===== config.mk =====
export PLATFORM = sky130hd
export DESIGN_NAME = rcc_lsecss_monitor
export DESIGN_NICKNAME = d
export VERILOG_FILES = /design/src/rtl/rcc_pkg.sv /design/src/rtl/rcc_sync_edge_det.sv /design/src/rtl/rcc_lsecss_monitor.sv
export SDC_FILE = /design/constraint.sdc
export NUM_CORES = 1
export LEC_CHECK = 0
export ABC_AREA = 0
export CORE_ASPECT_RATIO = 0.9
export CORE_MARGIN = 8
export CORE_UTILIZATION = 45
export CTS_CLUSTER_SIZE = 20
export DETAILED_ROUTE_END_ITERATION = 7
export PLACE_DENSITY = 0.67
export SLEW_MARGIN = 5
export SYNTH_ARGS = -nofsm -noshare
export SYNTH_HDL_FRONTEND = slang
export SYNTH_SLANG_ARGS = --single-unit

===== constraint.sdc =====
create_clock -name lsi_clk -period 2.5 [get_ports lsi_clk]
set_clock_uncertainty 0.2 [all_clocks]
set_input_delay 0.625 -clock lsi_clk [delete_from_list [all_inputs] [get_ports lsi_clk]]
set_output_delay 0.625 -clock lsi_clk [all_outputs]
set_load 0.05 [all_outputs]

===== src/rtl/rcc_pkg.sv =====
// Shared RCC definitions: LSE clock-security state encoding and default monitor constants.
package rcc_pkg;

  typedef enum logic [1:0] {
    LSECSS_IDLE    = 2'd0,
    LSECSS_ARM     = 2'd1,
    LSECSS_MONITOR = 2'd2,
    LSECSS_FAIL    = 2'd3
  } lsecss_state_e;

  localparam int unsigned LSECSS_TIMEOUT_CYC = 16;
  localparam int unsigned LSECSS_ARM_EDGES   = 2;

endpackage


===== src/rtl/rcc_sync_edge_det.sv =====
// N-flop synchroniser plus history flop; flags any level change of an asynchronous toggle.
// Shared by the LSE and HSE clock-security monitors.
module rcc_sync_edge_det #(
  parameter int unsigned STAGES = 2
) (
  input  logic clk_i,
  input  logic rst_i,
  input  logic tog_i,
  output logic edge_c_o
);

  // sync_q[0] is the first synchroniser flop, sync_q[STAGES] is the history flop
  logic [STAGES:0] sync_q;

  always_ff @(posedge clk_i or posedge rst_i) begin
    if (rst_i) begin
      sync_q <= '0;
    end else begin
      sync_q <= {sync_q[STAGES-1:0], tog_i};
    end
  end

  assign edge_c_o = sync_q[STAGES] ^ sync_q[STAGES-1];

endmodule


===== src/rtl/rcc_lsecss_monitor.sv =====
// LSE clock security monitor: declares sticky LSE failure when the divided LSE toggle goes silent.
// Define RCC_LSECSS_SYNC3_EN for a 3-flop synchroniser instead of the default 2-flop one.
module rcc_lsecss_monitor
  import rcc_pkg::*;
#(
  parameter int unsigned TIMEOUT_CYC = LSECSS_TIMEOUT_CYC,
  parameter int unsigned ARM_EDGES   = LSECSS_ARM_EDGES
) (
  input  logic       lsi_clk,
  input  logic       vsw_rst,
  input  logic       lsecsson,
  input  logic       lse_rdy,
  input  logic       lse_div_tog,
  input  logic       testmode,
  output logic       lsecss_fail,
  output logic       lsecss_int,
  output logic [1:0] lsecss_state
);

  localparam int unsigned CNT_W = $clog2(TIMEOUT_CYC + 1);
`ifdef RCC_LSECSS_SYNC3_EN
  localparam int unsigned SYNC_STAGES = 3;
`else
  localparam int unsigned SYNC_STAGES = 2;
`endif

  localparam logic [CNT_W-1:0] SIL_MAX  = CNT_W'(TIMEOUT_CYC);
  localparam logic [CNT_W-1:0] SIL_LAST = CNT_W'(TIMEOUT_CYC - 1);
  localparam logic [3:0]       ARM_LAST = 4'(ARM_EDGES - 1);

  logic          tog_edge_c;
  lsecss_state_e state_q, state_d;
  logic [CNT_W-1:0] sil_cnt_q, sil_cnt_d;
  logic [3:0]    edge_cnt_q, edge_cnt_d;
  logic          fail_q, fail_d;
  logic          int_q, int_d;

  rcc_sync_edge_det #(
    .STAGES (SYNC_STAGES)
  ) u_sync_edge_det (
    .clk_i    (lsi_clk),
    .rst_i    (vsw_rst),
    .tog_i    (lse_div_tog),
    .edge_c_o (tog_edge_c)
  );

  // Next-state, counter and output decode
  always_comb begin
    state_d    = state_q;
    sil_cnt_d  = sil_cnt_q;
    edge_cnt_d = '0;

    if (state_q == LSECSS_IDLE || tog_edge_c) begin
      sil_cnt_d = '0;
    end else if (sil_cnt_q != SIL_MAX) begin
      sil_cnt_d = sil_cnt_q + CNT_W'(1);
    end

    if (state_q == LSECSS_ARM) begin
      edge_cnt_d = tog_edge_c ? edge_cnt_q + 4'd1 : edge_cnt_q;
    end

    case (state_q)
      LSECSS_IDLE: begin
        if (lsecsson && lse_rdy) state_d = LSECSS_ARM;
      end
      LSECSS_ARM: begin
        if (!lsecsson || !lse_rdy) begin
          state_d = LSECSS_IDLE;
        end else if (tog_edge_c && edge_cnt_q == ARM_LAST) begin
          state_d = LSECSS_MONITOR;
        end
      end
      LSECSS_MONITOR: begin
        // >= so a counter saturated under testmode fails as soon as testmode drops
        if (!lsecsson) begin
          state_d = LSECSS_IDLE;
        end else if (!tog_edge_c && sil_cnt_q >= SIL_LAST && !testmode) begin
          state_d = LSECSS_FAIL;
        end
      end
      LSECSS_FAIL: begin
        state_d = LSECSS_FAIL;
      end
      default: begin
        state_d = LSECSS_IDLE;
      end
    endcase

    fail_d = (state_d == LSECSS_FAIL);
    int_d  = (state_d == LSECSS_FAIL) && (state_q != LSECSS_FAIL);
  end

  always_ff @(posedge lsi_clk or posedge vsw_rst) begin
    if (vsw_rst) begin
      state_q    <= LSECSS_IDLE;
      sil_cnt_q  <= '0;
      edge_cnt_q <= '0;
      fail_q     <= 1'b0;
      int_q      <= 1'b0;
    end else begin
      state_q    <= state_d;
      sil_cnt_q  <= sil_cnt_d;
      edge_cnt_q <= edge_cnt_d;
      fail_q     <= fail_d;
      int_q      <= int_d;
    end
  end

  assign lsecss_fail  = fail_q;
  assign lsecss_int   = int_q;
  assign lsecss_state = 2'(state_q);

endmodule


# After elaboration in Yosys (flattened, before gate mapping)
# Index checks and enable logic that the tools add are counted.
[totals]
mem_count = 0
mem_bits_ro = 0
word_cells = 41
reg_bits = 16
ram_bits = 0
latch_bits = 0
out_inout_bits = 4
in_bits = 6
[classes]
n_addsub = 2
bitwise = 1
order_cmp = 1
n_mul = 0
shifts = 0
n_reduce_logical = 13
mux = 10
eq_ne = 8
div_mod_pow = 0
[op_table]
columns = ["operator", "count"]
rows = [
  ["$mux W2", 5],
  ["$mux W5", 2],
  ["$mux W4", 2],
  ["$pmux W2 S4", 1],
  ["$eq A2 B2 Y1 const B", 3],
  ["$add A5 B1 Y5 const B", 1],
  ["$ge A5 B4 Y1 const B", 1],
  ["$logic_and A1 B1 Y1", 5],
  ["$ne A5 B5 Y1 const B", 1],
  ["$add A4 B1 Y4 const B", 1],
  ["$eq A4 B1 Y1 const B", 1],
  ["$logic_not A1 Y1", 4],
  ["$ne A2 B2 Y1 const B", 2],
  ["$eq A2 B1 Y1 const B", 1],
  ["$logic_not A2 Y1", 1],
  ["$logic_or A1 B1 Y1", 2],
  ["$reduce_bool A2 Y1", 1],
  ["$xor A1 B1 Y1", 1],
]

# Logic depth before layout (Yosys ltp)
# Gate-level depths: netlist (run 1).
[depth]
word_depth = 9
depth_mapped = 6
mapped_depth_nobuf = 6

# Modules after synthesis
# Synthesis (run 1) repeated with hierarchy kept, for this count alone.
[hier_totals]
hier_cells = 67
hier_area_um2 = 755.7
[modules_own_cells]
columns = ["mod", "instances", "area_per_inst_um2", "cells_per_inst"]
rows = [
  ["rcc_lsecss_monitor", 1, 668.1, 62],
  ["rcc_sync_edge_det", 1, 87.6, 5],
]

# Worst setup path after synthesis (run 1)
# Ideal clock, no wire load.
[synth_path]
path_type = "flip-flop to flip-flop"
from = "register sil_cnt_q[0]"
to = "register state_q[0], in the netlist lsecss_state[0]"
path_buffers = 0
synth_period_minus_slack_ps = 1734
setup_slack_ps = 766
path_stages_with_launch = 7
t_arrival_ps = 1410
t_required_ps = 2176
cell_sequence = "dfrtp_1 ha_1 and3_2 ha_1 nor2_1 a2111oi_2 a211o_1"
[synth_between]
elab_chain_len = 6
[synth_lines]
columns = ["element", "line_no", "text"]
rows = [
  ["start, declared", "rcc_lsecss_monitor.sv:33", "logic [CNT_W-1:0] sil_cnt_q, sil_cnt_d;"],
  ["start signal, assigned", "rcc_lsecss_monitor.sv:103", "sil_cnt_q <= sil_cnt_d;"],
  ["$ge A5 B4 Y1", "rcc_lsecss_monitor.sv:78", "end else if (!tog_edge_c && sil_cnt_q >= SIL_LAST && !testmode) begin"],
  ["$logic_and A1 B1 Y1 (2 in a row)", "rcc_lsecss_monitor.sv:78", ""],
  ["$mux W2", "rcc_lsecss_monitor.sv:78", ""],
  ["$mux W2", "rcc_lsecss_monitor.sv:76", "if (!lsecsson) begin"],
  ["$pmux W2 S4", "rcc_lsecss_monitor.sv:63", "case (state_q)"],
  ["net state_d[0]", "rcc_lsecss_monitor.sv:32", "lsecss_state_e state_q, state_d;"],
  ["end signal, assigned", "rcc_lsecss_monitor.sv:102", "state_q <= state_d;"],
  ["end, declared", "rcc_lsecss_monitor.sv:32", ""],
]
# The timed path passes the listed nets, and every way through them passes these cells.
# A chain may end at the register's enable or synchronous reset.

# Worst setup path in the final report (run 1)
[layout_path]
from = "register state_q[1], in the netlist lsecss_state[1]"
to = "output lsecss_state[1]"
[layout_rtl]
columns = ["element", "line_no", "text"]
rows = [
  ["end, declared", "rcc_lsecss_monitor.sv:17", "output logic [1:0] lsecss_state"],
]
# No word-level cell between the ends.

==> results of run 1 <==
[synth_stat cells, types with 2 or more instances]
master and n:
sky130_fd_sc_hd__inv_1 7, sky130_fd_sc_hd__or3_1 2, sky130_fd_sc_hd__a211oi_1 2, sky130_fd_sc_hd__nand2_1 2, sky130_fd_sc_hd__nor2_1 8, sky130_fd_sc_hd__nor3_1 2
sky130_fd_sc_hd__xnor2_1 3, sky130_fd_sc_hd__a21oi_1 3, sky130_fd_sc_hd__ha_1 5, sky130_fd_sc_hd__o21ai_0 3, sky130_fd_sc_hd__dfrtp_1 16, sky130_fd_sc_hd__nand3_1 2
[flip-flops by register name (all words and copies together), names as in the netlist]
name and cells:
lsecss_int 1, u_sync_edge_det.sync_q 3, lsecss_state 2, lsecss_fail 1
edge_cnt_q 4, sil_cnt_q 5
[worst paths after layout]
check	from	end	slack, ns	cells past startpoint
worst max-delay path	lsecss_state[1]	lsecss_state[1]	0.08	1
worst min-delay path	u_sync_edge_det.sync_q[0]	u_sync_edge_det.sync_q[1]	0.15	0
worst max register to register	sil_cnt_q[1]	lsecss_state[0]	0.66	6
worst min register to register	u_sync_edge_det.sync_q[0]	u_sync_edge_det.sync_q[1]	0.15	0
max in group asynchronous	vsw_rst	edge_cnt_q[1]	1.21	2
min in group asynchronous	vsw_rst	sil_cnt_q[0]	0.50	2
[power by group through the flow]
stage / Sequential (uW) / Clock, uW / Combinational (uW)
finish: 273 / 170 / 43.7
global route: 275 / 189 / 49.3
CTS: 273 / 176 / 45.3
detailed placement: 278 / 0 / 44.5
global placement: 278 / 0 / 43.7
floorplan: 281 / 0 / 23.3
[stage by stage]
| step | hold WS [ns] | utilization (%) | power, uW | instance area, um^2 |
|---|---|---|---|---|
| after floorplan | 0.1312 | - | 303.9 | 765.7 |
| after global placement | 0.1339 | 54.38 | 321.4 | 885.9 |
| after detailed placement | 0.1365 | 54.38 | 322.7 | 885.9 |
| after CTS | 0.1580 | 56.61 | 494.7 | 922.1 |
| after global routing | 0.1672 | 56.61 | 513.4 | 922.1 |
| final | 0.1547 | 56.61 | 486.5 | 922.1 |
[area by class of cell]
cell class | instances | share of cell area (%)
well taps | 24 | 3.256
clock buffers | 4 | 3.935
flip-flops and latches | 16 | 43.42
multi-input cells | 46 | 36.77
repair buffers | 9 | 9.769
inverters | 7 | 2.849
[logic make-up (layout without fill, tap and decap cells)]
family | count (synthesis) | in the layout | share of synthesized area (%)
flip-flops | 16 | 16 | 52.29
AO/OA/AOI/OAI | 12 | 12 | 11.27
XOR/XNOR | 5 | 5 | 6.701
buffers and inverters | 7 | 20 | 3.432
AND/OR/NAND/NOR | 23 | 23 | 16.83
adder cells (fa/ha/maj) | 5 | 5 | 8.170
multiplexers | 1 | 1 | 1.307
[per-layer routing]
metal | wire (um) | GRT usage, % | part of all wire [%]
met5 | 0 | 0 | 0
met4 | 10 | 5.952 | 0.77
met3 | 71 | 2.540 | 5.5
met2 | 580 | 15.77 | 45
met1 | 630 | 11.68 | 49
==> flow_summary.html, run 1 <==
<table>
<tr><th>Metric</th><th>Value</th></tr>
<tr><th colspan="2">Status</th></tr>
<tr><td>Result of the run</td><td>finished clean</td></tr>
<tr><th colspan="2">Power</th></tr>
<tr><td>Psw</td><td>around 110 uW</td></tr>
<tr><td>Peak supply drop</td><td>roughly 0.00030 V</td></tr>
<tr><td>Share of power burned in the clock network</td><td>a little over a third</td></tr>
<tr><td>Leakage power of the design</td><td>0.0003954 uW</td></tr>
<tr><td>Combinational power share</td><td>around 9.0%</td></tr>
<tr><td>Sw frac</td><td>23.47%</td></tr>
<tr><td>Power per cell area</td><td>between 500 and 600 nW/um^2</td></tr>
<tr><td>Cell internal pwr</td><td>between 300 and 400 uW</td></tr>
<tr><td>Seq pwr share</td><td>between 50 and 60%</td></tr>
<tr><th colspan="2">Final layout</th></tr>
<tr><td>Fill cell count</td><td>~160</td></tr>
<tr><td>Antenna diode count</td><td>0</td></tr>
<tr><td>Total area of sequential cells</td><td>400.4 um^2</td></tr>
<tr><td>Area growth syn-to-layout</td><td>20.42%</td></tr>
<tr><td>Top library cells by usage in the layout, fill and taps aside</td><td>sky130_fd_sc_hd__dfrtp_1 (16), sky130_fd_sc_hd__clkdlybuf4s50_1 (9), sky130_fd_sc_hd__nor2_1 (8)</td></tr>
<tr><td>Share of final-layout standard cells stronger than drive strength 1</td><td>roughly 11%</td></tr>
<tr><td>Area of the multi-input gates</td><td>about 340 um^2</td></tr>
<tr><td>Net count of the finished layout</td><td>94</td></tr>
<tr><td>Most common cell after layout, fill and taps aside</td><td>sky130_fd_sc_hd__dfrtp_1</td></tr>
<tr><td>Finished Layout Cells</td><td>~110</td></tr>
<tr><th colspan="2">CTS</th></tr>
<tr><td>Buffers from clock root to sink, at most</td><td>2</td></tr>
<tr><td>Total clock buffers created by CTS</td><td>3</td></tr>
<tr><td>Buffers inserted by post-CTS timing repair</td><td>0</td></tr>
<tr><td>Post-cts hold buffer count</td><td>0</td></tr>
<tr><td>Sinks on the clock net</td><td>16</td></tr>
<tr><td>H-tree depth</td><td>1</td></tr>
<tr><td>Master cell of the clock root buffer</td><td>sky130_fd_sc_hd__clkbuf_4</td></tr>
<tr><td>Clock latency reported for the late side of the worst-skew pair</td><td>approximately 0.28 ns</td></tr>
<tr><td>TritonCTS clock tree</td><td>built</td></tr>
<tr><td>Cells resized by post-CTS repair</td><td>0</td></tr>
<tr><td>Clock slew at reported path FFs</td><td>approximately 0.10 ns</td></tr>
<tr><th colspan="2">Synthesis</th></tr>
<tr><td>Post-synth ARST share</td><td>100.0%</td></tr>
<tr><td>Synthesized area per cell</td><td>~11 um^2</td></tr>
<tr><td>Net count after synthesis</td><td>80</td></tr>
<tr><td>Register area share after synthesis</td><td>a little over half</td></tr>
<tr><td>Top area cells in the synthesized netlist</td><td>sky130_fd_sc_hd__dfrtp_1 (52%), sky130_fd_sc_hd__ha_1 (8.2%), sky130_fd_sc_hd__nor2_1 (3.9%)</td></tr>
<tr><td>Count of distinct cell types in the synthesized netlist</td><td>26</td></tr>
<tr><td>Ys Warns</td><td>0</td></tr>
<tr><td>Top cell type's share of synthesized area</td><td>a little over half</td></tr>
<tr><td>Flip-flop and latch count after synthesis</td><td>16</td></tr>
<tr><td>Cell type contributing the most total cell area after synthesis</td><td>sky130_fd_sc_hd__dfrtp_1</td></tr>
<tr><td>Synthesized instance count</td><td>approximately 70</td></tr>
<tr><td>Count of flip-flops with a built-in enable after synthesis</td><td>0</td></tr>
<tr><td>Dominant register cell in the synthesized netlist</td><td>sky130_fd_sc_hd__dfrtp_1</td></tr>
<tr><td>Synth Cell Area</td><td>765.7 um^2</td></tr>
<tr><th colspan="2">Global route</th></tr>
<tr><td>Antenna violations before repair</td><td>0</td></tr>
<tr><td>Global route overflow</td><td>0</td></tr>
<tr><td>All-Layer GR Usage</td><td>9.794%</td></tr>
<tr><td>Number of global-route vias before repair</td><td>around 540</td></tr>
<tr><td>Largest net degree at the start of global routing</td><td>17</td></tr>
<tr><td>Wire length of the first global-routing pass</td><td>about 2400 um</td></tr>
<tr><th colspan="2">Route</th></tr>
<tr><td>Iteration-0 DRC Markers</td><td>6</td></tr>
<tr><td>Total wire length after detailed routing</td><td>1293 um</td></tr>
<tr><td>Ratio of routed vias to standard cells</td><td>just over 5</td></tr>
<tr><td>Drt wl/cell</td><td>between 10 and 15 um</td></tr>
<tr><td>Drt pass-1 iters</td><td>2</td></tr>
<tr><td>Residual DRC count</td><td>0</td></tr>
<tr><td>Number of routed nets with antenna violations</td><td>0</td></tr>
<tr><td>Via count</td><td>541</td></tr>
<tr><th colspan="2">Timing</th></tr>
<tr><td>Max-slew violation total from the final report</td><td>0</td></tr>
<tr><td>Unrepaired setup endpoints after global routing</td><td>no</td></tr>
<tr><td>Shortest period the worst path allows</td><td>2.425 ns</td></tr>
<tr><td>Final setup fails</td><td>0</td></tr>
<tr><td>Tightest Pin Transition</td><td>between 0.6 and 0.7 ns</td></tr>
<tr><td>Number of hold violations in the final report</td><td>0</td></tr>
<tr><td>Maximum operating frequency</td><td>between 0.4 and 0.5 GHz</td></tr>
<tr><td>Final setup margin</td><td>between 0.07 and 0.08 ns</td></tr>
<tr><td>Tcrit/Tclk final</td><td>a little under 100%</td></tr>
<tr><td>Sum Neg Setup Slack</td><td>0 ns</td></tr>
<tr><td>Worst slew slack as a fraction of its limit</td><td>between 50 and 60%</td></tr>
<tr><th colspan="2">Worst setup path</th></tr>
<tr><td>Arrival time at the worst endpoint</td><td>between 1.5 and 2 ns</td></tr>
<tr><td>Class of the most critical setup path</td><td>reg -&gt; out</td></tr>
<tr><td>WP data required</td><td>1.67 ns</td></tr>
<tr><td>Critical-path top delay cell</td><td>sky130_fd_sc_hd__clkdlybuf4s50_1</td></tr>
<tr><td>Top delay family on crit path</td><td>buffers and inverters</td></tr>
<tr><td>Critical-path cell list</td><td>clkdlybuf4s50_1</td></tr>
<tr><td>Crit Path Max Fanout</td><td>8</td></tr>
<tr><td>Sort of element at the end of the critical path</td><td>output port</td></tr>
<tr><td>Slowest cell delay on critical path</td><td>about 0.85 ns</td></tr>
<tr><td>Kind of start point of the critical path</td><td>flop</td></tr>
<tr><td>Buffers and inverters on the worst path</td><td>1</td></tr>
<tr><th colspan="2">Floorplanning</th></tr>
<tr><td>Floorplan core area</td><td>about 1600 um^2</td></tr>
<tr><td>Floorplan die height</td><td>~55 um</td></tr>
<tr><td>Cell Rows</td><td>14</td></tr>
<tr><td>Die width</td><td>between 50 and 60 um</td></tr>
<tr><td>Initial Util</td><td>47.00%</td></tr>
<tr><td>Die Outline Area</td><td>3279 um^2</td></tr>
<tr><td>Io pins</td><td>10</td></tr>
<tr><th colspan="2">Hold path</th></tr>
<tr><td>Class of the worst hold path</td><td>reg -&gt; reg</td></tr>
<tr><th colspan="2">Placement</th></tr>
<tr><td>Buffers added on ports</td><td>9</td></tr>
<tr><td>Weighted congestion reported at the end of routability-driven placement</td><td>0.7517</td></tr>
<tr><td>Placed cell count</td><td>roughly 100</td></tr>
<tr><td>Half-perimeter wire length after placement</td><td>~1000 um</td></tr>
<tr><td>Pre-CTS worst setup slack</td><td>around 0.39 ns</td></tr>
<tr><th colspan="2">Job</th></tr>
<tr><td># Max-Cap Violations</td><td>0</td></tr>
</table>
No activity file was read; power rests on OpenSTA's default activity.
==> run 2: changes to the inputs <==
==> constraint.sdc (replaced) <==
create_clock -name lsi_clk -period 3.2 [get_ports lsi_clk]
set_clock_uncertainty 0.2 [all_clocks]
set_input_delay 0.8 -clock lsi_clk [delete_from_list [all_inputs] [get_ports lsi_clk]]
set_output_delay 0.8 -clock lsi_clk [all_outputs]
set_load 0.05 [all_outputs]
==> run 2 against run 1 <==
  * Wire length shrank 2.5%
  * Hold slack lost 0.0013 ns
  * Die area is the same
  * Count of clock-buffer cells in the layout is the same
  * Clock power shrank 24%
  * Sequential power shrank 22%
  * Via count shrank 2.2%
  * Cell count is the same
  * Largest power group unchanged
==> flow_summary.html, run 2 (synthesis results as in run 1) <==
<table>
<tr><th>Metric</th><th>Value</th></tr>
<tr><th colspan="2">Global route</th></tr>
<tr><td>Antenna violations before repair</td><td>0</td></tr>
<tr><td>Largest net degree at the start of global routing</td><td>17</td></tr>
<tr><td>Number of global-route vias before repair</td><td>around 550</td></tr>
<tr><td>Wire length of the first global-routing pass</td><td>approximately 2300 um</td></tr>
<tr><td>Global route overflow</td><td>0</td></tr>
<tr><td>All-Layer GR Usage</td><td>9.211%</td></tr>
<tr><th colspan="2">Power</th></tr>
<tr><td>Peak supply drop</td><td>0.0003099 V</td></tr>
<tr><td>Leakage power of the design</td><td>0.0003954 uW</td></tr>
<tr><td>Power per cell area</td><td>407.9 nW/um^2</td></tr>
<tr><th colspan="2">Timing</th></tr>
<tr><td>Worst slew slack as a fraction of its limit</td><td>59.80%</td></tr>
<tr><td>Maximum operating frequency</td><td>a little under 0.4 GHz</td></tr>
<tr><td>Number of hold violations in the final report</td><td>0</td></tr>
<tr><td>Tightest Pin Transition</td><td>0.6024 ns</td></tr>
<tr><td>Shortest period the worst path allows</td><td>~2.6 ns</td></tr>
<tr><td>Tcrit/Tclk final</td><td>about 81%</td></tr>
<tr><td>Max-slew violation total from the final report</td><td>0</td></tr>
<tr><td>Sum Neg Setup Slack</td><td>0 ns</td></tr>
<tr><td>Final setup fails</td><td>0</td></tr>
<tr><td>Unrepaired setup endpoints after global routing</td><td>no</td></tr>
<tr><th colspan="2">Worst setup path</th></tr>
<tr><td>Buffers and inverters on the worst path</td><td>1</td></tr>
<tr><td>Sort of element at the end of the critical path</td><td>output port</td></tr>
<tr><td>Critical-path cell list</td><td>clkdlybuf4s50_1</td></tr>
<tr><td>Reg2reg setup slack</td><td>roughly 1.4 ns</td></tr>
<tr><td>Class of the most critical setup path</td><td>reg -&gt; out</td></tr>
<tr><td>WP data required</td><td>about 2.2 ns</td></tr>
<tr><td>Arrival time at the worst endpoint</td><td>about 1.6 ns</td></tr>
<tr><td>Crit Path Max Fanout</td><td>8</td></tr>
<tr><td>Slowest cell delay on critical path</td><td>roughly 0.85 ns</td></tr>
<tr><td>Kind of start point of the critical path</td><td>flop</td></tr>
<tr><td>Critical-path top delay cell</td><td>sky130_fd_sc_hd__clkdlybuf4s50_1</td></tr>
<tr><td>Top delay family on crit path</td><td>buffers and inverters</td></tr>
<tr><th colspan="2">Placement</th></tr>
<tr><td>Half-perimeter wire length after placement</td><td>around 1000 um</td></tr>
<tr><td>Placed cell count</td><td>around 100</td></tr>
<tr><td>Weighted congestion reported at the end of routability-driven placement</td><td>roughly 0.75</td></tr>
<tr><td>Buffers added on ports</td><td>9</td></tr>
<tr><td>Placement Cell Area</td><td>between 800 and 900 um^2</td></tr>
<tr><th colspan="2">Final layout</th></tr>
<tr><td>Most common cell after layout, fill and taps aside</td><td>sky130_fd_sc_hd__dfrtp_1</td></tr>
<tr><td>Design Area, Final</td><td>between 900 and 1000 um^2</td></tr>
<tr><td>Net count of the finished layout</td><td>94</td></tr>
<tr><td>Fill cell count</td><td>~150</td></tr>
<tr><td>Top Registers</td><td>sil_cnt_q (5), edge_cnt_q (4), u_sync_edge_det.sync_q (3)</td></tr>
<tr><td>Core utilization of the finished layout</td><td>roughly 57%</td></tr>
<tr><td>Share of final-layout standard cells stronger than drive strength 1</td><td>approximately 11%</td></tr>
<tr><td>Finished Layout Cells</td><td>around 110</td></tr>
<tr><td>Top library cells by usage in the layout, fill and taps aside</td><td>sky130_fd_sc_hd__dfrtp_1 (16), sky130_fd_sc_hd__clkdlybuf4s50_1 (9), sky130_fd_sc_hd__nor2_1 (8)</td></tr>
<tr><td>Antenna diode count</td><td>0</td></tr>
<tr><td>Largest register FFs</td><td>5</td></tr>
<tr><td>Largest register by flop count</td><td>sil_cnt_q</td></tr>
<tr><td>Area growth syn-to-layout</td><td>20.42%</td></tr>
<tr><th colspan="2">Route</th></tr>
<tr><td>Number of routed nets with antenna violations</td><td>0</td></tr>
<tr><td>Iteration-0 DRC Markers</td><td>3</td></tr>
<tr><td>Ratio of routed vias to standard cells</td><td>4.991</td></tr>
<tr><td>Drt wl/cell</td><td>11.90 um</td></tr>
<tr><td>Residual DRC count</td><td>0</td></tr>
<tr><td>Drt pass-1 iters</td><td>2</td></tr>
<tr><td>Via count</td><td>between 500 and 600</td></tr>
<tr><td>Total wire length after detailed routing</td><td>1261 um</td></tr>
<tr><th colspan="2">Floorplanning</th></tr>
<tr><td>Floorplan die height</td><td>around 55 um</td></tr>
<tr><td>Io pins</td><td>10</td></tr>
<tr><td>Floorplan core area</td><td>~1600 um^2</td></tr>
<tr><td>Cell Rows</td><td>14</td></tr>
<tr><td>Initial Util</td><td>a little under half</td></tr>
<tr><td>Die Outline Area</td><td>between 3000 and 4000 um^2</td></tr>
<tr><td>Die width</td><td>just under 60 um</td></tr>
<tr><th colspan="2">CTS</th></tr>
<tr><td>H-tree depth</td><td>1</td></tr>
<tr><td>TritonCTS clock tree</td><td>built</td></tr>
<tr><td>Cells resized by post-CTS repair</td><td>0</td></tr>
<tr><td>Buffers inserted by post-CTS timing repair</td><td>0</td></tr>
<tr><td>Sinks on the clock net</td><td>16</td></tr>
<tr><td>Post-cts hold buffer count</td><td>0</td></tr>
<tr><td>Clock slew at reported path FFs</td><td>around 0.090 ns</td></tr>
<tr><td>Buffers from clock root to sink, at most</td><td>2</td></tr>
<tr><td>Total clock buffers created by CTS</td><td>3</td></tr>
<tr><td>Master cell of the clock root buffer</td><td>sky130_fd_sc_hd__clkbuf_4</td></tr>
<tr><td>Clock latency reported for the late side of the worst-skew pair</td><td>around 0.28 ns</td></tr>
<tr><th colspan="2">Hold path</th></tr>
<tr><td>Class of the worst hold path</td><td>reg -&gt; reg</td></tr>
<tr><th colspan="2">Job</th></tr>
<tr><td># Max-Cap Violations</td><td>0</td></tr>
<tr><th colspan="2">Status</th></tr>
<tr><td>Result of the run</td><td>finished clean</td></tr>
</table>
==> run 2: cell counts in the layout (fill, tap and decap cells not counted) <==
No cell type changed its count.
==> run 2: through the flow <==
step / hold WS, ns / power [uW] / worst slack, ns
after global routing: 0.1636 / 396.5 / 0.5391
after detailed placement: 0.1365 / 251.9 / 0.9109
after floorplan: 0.1312 / 237.4 / 1.466
after global placement: 0.1340 / 251.1 / 0.9377
after CTS: 0.1577 / 383.5 / 0.5890
final: 0.1534 / 376.1 / 0.5977
==> run 2: metal layers <==
| layer | wire [um] | share of wire, % | GRT usage, % |
|---|---|---|---|
| met4 | 13 | 1.0 | 2.778 |
| met3 | 74 | 5.9 | 3.926 |
| met5 | 0 | 0 | 0 |
| met2 | 561 | 44 | 15.59 |
| met1 | 611 | 48 | 10.48 |
==> run 2: path summary, 6_finish.rpt <==
| kind | from | cells past startpoint | endpoint |
|---|---|---|---|
| setup / recovery | lsecss_state[0] | 1 | lsecss_state[0] |
| hold / removal | u_sync_edge_det.sync_q[0] | 0 | u_sync_edge_det.sync_q[1] |
| setup reg to reg | sil_cnt_q[1] | 6 | lsecss_state[0] |
| hold reg to reg | u_sync_edge_det.sync_q[0] | 0 | u_sync_edge_det.sync_q[1] |
| max in group asynchronous | vsw_rst | 2 | u_sync_edge_det.sync_q[2] |
| min in group asynchronous | vsw_rst | 2 | lsecss_state[0] |
==> run 2: layout make-up <==
class / instances / area, um^2 / share of cell area, %
Sequential cell: 16 / 400.4 / 43.42
Multi-Input combinational cell: 46 / 339.1 / 36.77
Clock buffer: 4 / 36.28 / 3.935
Timing Repair Buffer: 9 / 90.09 / 9.769
Inverter: 7 / 26.28 / 2.849
Tap cell: 24 / 30.03 / 3.256
==> run 2: power by group <==
group / internal (uW) / leakage, uW / switching (uW) / total, uW
Clock: 69.1 / 0.0000210 / 59.9 / 129
Sequential: 207 / 0.000214 / 6.03 / 213
Combinational: 14.4 / 0.000160 / 19.4 / 33.8
==> run 3: changes to the inputs <==
==> constraint.sdc (replaced) <==
create_clock -name lsi_clk -period 2.45 [get_ports lsi_clk]
set_clock_uncertainty 0.2 [all_clocks]
set_input_delay 0.6125 -clock lsi_clk [delete_from_list [all_inputs] [get_ports lsi_clk]]
set_output_delay 0.6125 -clock lsi_clk [all_outputs]
set_load 0.05 [all_outputs]
==> run 3 against run 2 <==
  * Global-route usage grew 0.58 points
  * Setup slack got worse by 0.37 ns
  * Via count up 2.1%
  * Wire length rose by 3.0%
  * Die area stayed put
  * Hold slack improved by 0.0013 ns
  * Total power grew 32%
  * Core utilization grew 0.31 points
  * Cell area rose by 0.54%
  * Largest cell class unchanged
==> flow_summary.html, run 3 (synthesis results as in run 1) <==
<table>
<tr><th>Metric</th><th>Value</th></tr>
<tr><th colspan="2">Status</th></tr>
<tr><td>Result of the run</td><td>finished clean</td></tr>
<tr><th colspan="2">Global route</th></tr>
<tr><td>Most congested layer reported by global routing</td><td>met2</td></tr>
<tr><td>All-Layer GR Usage</td><td>under 10%</td></tr>
<tr><td>Global-route met3 utilization</td><td>2.540%</td></tr>
<tr><td>Met1 demand-to-capacity share in global routing</td><td>11.68%</td></tr>
<tr><td>Wire length of the first global-routing pass</td><td>roughly 2400 um</td></tr>
<tr><td>Largest net degree at the start of global routing</td><td>17</td></tr>
<tr><td>Antenna violations before repair</td><td>0</td></tr>
<tr><td>Global route overflow</td><td>0</td></tr>
<tr><td>Number of global-route vias before repair</td><td>541</td></tr>
<tr><td>Met2 global-route usage</td><td>around 16%</td></tr>
<tr><th colspan="2">Timing</th></tr>
<tr><td>WHS</td><td>about 0.15 ns</td></tr>
<tr><td>Tightest Pin Transition</td><td>approximately 0.6 ns</td></tr>
<tr><td>Unrepaired setup endpoints after global routing</td><td>no</td></tr>
<tr><td>Sum Neg Setup Slack</td><td>0 ns</td></tr>
<tr><td>Shortest period the worst path allows</td><td>about 2.2 ns</td></tr>
<tr><td>Number of hold violations in the final report</td><td>0</td></tr>
<tr><td>Max-slew violation total from the final report</td><td>0</td></tr>
<tr><td>Maximum operating frequency</td><td>around 0.45 GHz</td></tr>
<tr><td>Tcrit/Tclk final</td><td>roughly 91%</td></tr>
<tr><td>Final setup fails</td><td>0</td></tr>
<tr><td>Worst slew slack as a fraction of its limit</td><td>59.92%</td></tr>
<tr><th colspan="2">Final layout</th></tr>
<tr><td>Area of the multi-input gates</td><td>339.1 um^2</td></tr>
<tr><td>Fill cell count</td><td>roughly 160</td></tr>
<tr><td>Top Registers</td><td>sil_cnt_q (5), edge_cnt_q (4), u_sync_edge_det.sync_q (3)</td></tr>
<tr><td>Largest register by flop count</td><td>sil_cnt_q</td></tr>
<tr><td>Antenna diode count</td><td>0</td></tr>
<tr><td>Finished Layout Cells</td><td>between 100 and 150</td></tr>
<tr><td>Largest register FFs</td><td>5</td></tr>
<tr><td>Area growth syn-to-layout</td><td>21.08%</td></tr>
<tr><td>Net count of the finished layout</td><td>94</td></tr>
<tr><td>Most common cell after layout, fill and taps aside</td><td>sky130_fd_sc_hd__dfrtp_1</td></tr>
<tr><td>Total area of sequential cells</td><td>about 400 um^2</td></tr>
<tr><td>Share of final-layout standard cells stronger than drive strength 1</td><td>between 10% and 20%</td></tr>
<tr><td>Top library cells by usage in the layout, fill and taps aside</td><td>sky130_fd_sc_hd__dfrtp_1 (16), sky130_fd_sc_hd__nor2_1 (8), sky130_fd_sc_hd__inv_1 (7), sky130_fd_sc_hd__clkdlybuf4s50_1 (7), sky130_fd_sc_hd__ha_1 (5)</td></tr>
<tr><th colspan="2">Worst setup path</th></tr>
<tr><td>Buffers and inverters on the worst path</td><td>1</td></tr>
<tr><td>Sort of element at the end of the critical path</td><td>output port</td></tr>
<tr><td>Slowest cell delay on critical path</td><td>0.80 ns</td></tr>
<tr><td>Critical-path cell list</td><td>clkdlybuf4s50_1</td></tr>
<tr><td>Class of the most critical setup path</td><td>reg -&gt; out</td></tr>
<tr><td>Crit Path Max Fanout</td><td>1</td></tr>
<tr><td>Critical-path top delay cell</td><td>sky130_fd_sc_hd__clkdlybuf4s50_1</td></tr>
<tr><td>Top delay family on crit path</td><td>buffers and inverters</td></tr>
<tr><td>WP data required</td><td>1.64 ns</td></tr>
<tr><td>Arrival time at the worst endpoint</td><td>roughly 1.4 ns</td></tr>
<tr><td>Kind of start point of the critical path</td><td>flop</td></tr>
<tr><td>Beginning of the critical path</td><td>lsecss_fail</td></tr>
<tr><td>RR Startpoint</td><td>sil_cnt_q[1]</td></tr>
<tr><th colspan="2">Placement</th></tr>
<tr><td>Half-perimeter wire length after placement</td><td>between 1000 and 1500 um</td></tr>
<tr><td>Buffers added on ports</td><td>9</td></tr>
<tr><td>Weighted congestion reported at the end of routability-driven placement</td><td>0.7517</td></tr>
<tr><td>Placed cell count</td><td>102</td></tr>
<tr><th colspan="2">Power</th></tr>
<tr><td>Peak supply drop</td><td>~0.0003 V</td></tr>
<tr><td>Leakage power of the design</td><td>around 0.00043 uW</td></tr>
<tr><td>Power per cell area</td><td>about 540 nW/um^2</td></tr>
<tr><td>Design Power</td><td>between 400 and 500 uW</td></tr>
<tr><th colspan="2">Route</th></tr>
<tr><td>Number of routed nets with antenna violations</td><td>0</td></tr>
<tr><td>Via count</td><td>between 500 and 600</td></tr>
<tr><td>Drt pass-1 iters</td><td>2</td></tr>
<tr><td>Residual DRC count</td><td>0</td></tr>
<tr><td>Drt wl/cell</td><td>12.25 um</td></tr>
<tr><td>Iteration-0 DRC Markers</td><td>6</td></tr>
<tr><td>Total wire length after detailed routing</td><td>1299 um</td></tr>
<tr><td>Ratio of routed vias to standard cells</td><td>approximately 5</td></tr>
<tr><th colspan="2">Job</th></tr>
<tr><td># Max-Cap Violations</td><td>0</td></tr>
<tr><th colspan="2">CTS</th></tr>
<tr><td>Clock latency reported for the late side of the worst-skew pair</td><td>roughly 0.28 ns</td></tr>
<tr><td>Sinks on the clock net</td><td>16</td></tr>
<tr><td>Clock slew at reported path FFs</td><td>about 0.10 ns</td></tr>
<tr><td>H-tree depth</td><td>1</td></tr>
<tr><td>TritonCTS clock tree</td><td>built</td></tr>
<tr><td>Master cell of the clock root buffer</td><td>sky130_fd_sc_hd__clkbuf_4</td></tr>
<tr><td>Total clock buffers created by CTS</td><td>3</td></tr>
<tr><td>Buffers from clock root to sink, at most</td><td>2</td></tr>
<tr><td>Post-cts hold buffer count</td><td>0</td></tr>
<tr><th colspan="2">Floorplanning</th></tr>
<tr><td>Die width</td><td>59.48 um</td></tr>
<tr><td>Die Outline Area</td><td>about 3300 um^2</td></tr>
<tr><td>Initial Util</td><td>between 40% and 50%</td></tr>
<tr><td>Floorplan core area</td><td>approximately 1600 um^2</td></tr>
<tr><td>Cell Rows</td><td>14</td></tr>
<tr><td>Floorplan die height</td><td>around 55 um</td></tr>
<tr><td>Io pins</td><td>10</td></tr>
<tr><th colspan="2">Hold path</th></tr>
<tr><td>Beginning of the worst hold path</td><td>u_sync_edge_det.sync_q[0]</td></tr>
<tr><td>Class of the worst hold path</td><td>reg -&gt; reg</td></tr>
</table>
run 3: cell count changes in the layout (fill, tap and decap cells not counted):
cell / change
sky130_fd_sc_hd__clkdlybuf4s50_1: -2
sky130_fd_sc_hd__dlymetal6s2s_1: +2
run 3: final cells by class:
class | count | share of cell area, %
flip-flops and latches | 16 | 43.18
clock buffers | 4 | 3.914
well taps | 24 | 3.239
repair buffers | 9 | 10.26
inverters | 7 | 2.834
multi-input cells | 46 | 36.57
run 3: worst paths after layout:
| check | endpoint | slack (ns) | cells after the start |
|---|---|---|---|
| max | lsecss_fail | 0.22 | 1 |
| min | u_sync_edge_det.sync_q[1] | 0.15 | 0 |
| max reg2reg | lsecss_state[0] | 0.61 | 6 |
| min reg2reg | u_sync_edge_det.sync_q[1] | 0.15 | 0 |
| max in group asynchronous | edge_cnt_q[1] | 1.17 | 2 |
| min in group asynchronous | sil_cnt_q[0] | 0.48 | 2 |
run 3: timing repair:
action,CTS,global route
gates resized for setup,0,2
setup buffers,0,0
endpoints found under the setup margin,0,2
run 3: per-stage QoR:
step                utilization, %  cell area [um^2]  setup WS (ns)
CTS                          56.61             922.1        0.02848
global route                 56.91             927.1         0.1614
global placement             54.38             885.9         0.3752
finish                       56.91             927.1         0.2239
detailed placement           54.38             885.9         0.3559
floorplan                        -             765.7         0.7164
run 3: power by group:
part / leakage [uW] / switching (uW) / internal (uW)
registers: 0.000214 / 7.88 / 271
clock network: 0.0000210 / 82.9 / 90.4
logic: 0.000193 / 25.7 / 18.8
run 3: routing by layer:
layer / part of all wire (%) / routed length, um
met5: 0 / 0
met4: 0.77 / 10
met3: 4.7 / 61
met2: 45 / 581
met1: 50 / 645
run 3: worst register-to-register path, cell delays in order, from the launching register on:
cell	delay, ns
sky130_fd_sc_hd__dfrtp_1	0.43
sky130_fd_sc_hd__ha_1	0.22
sky130_fd_sc_hd__and3_2	0.20
sky130_fd_sc_hd__ha_1	0.17
sky130_fd_sc_hd__nor2_1	0.12
sky130_fd_sc_hd__a2111oi_2	0.10
sky130_fd_sc_hd__a211o_1	0.29
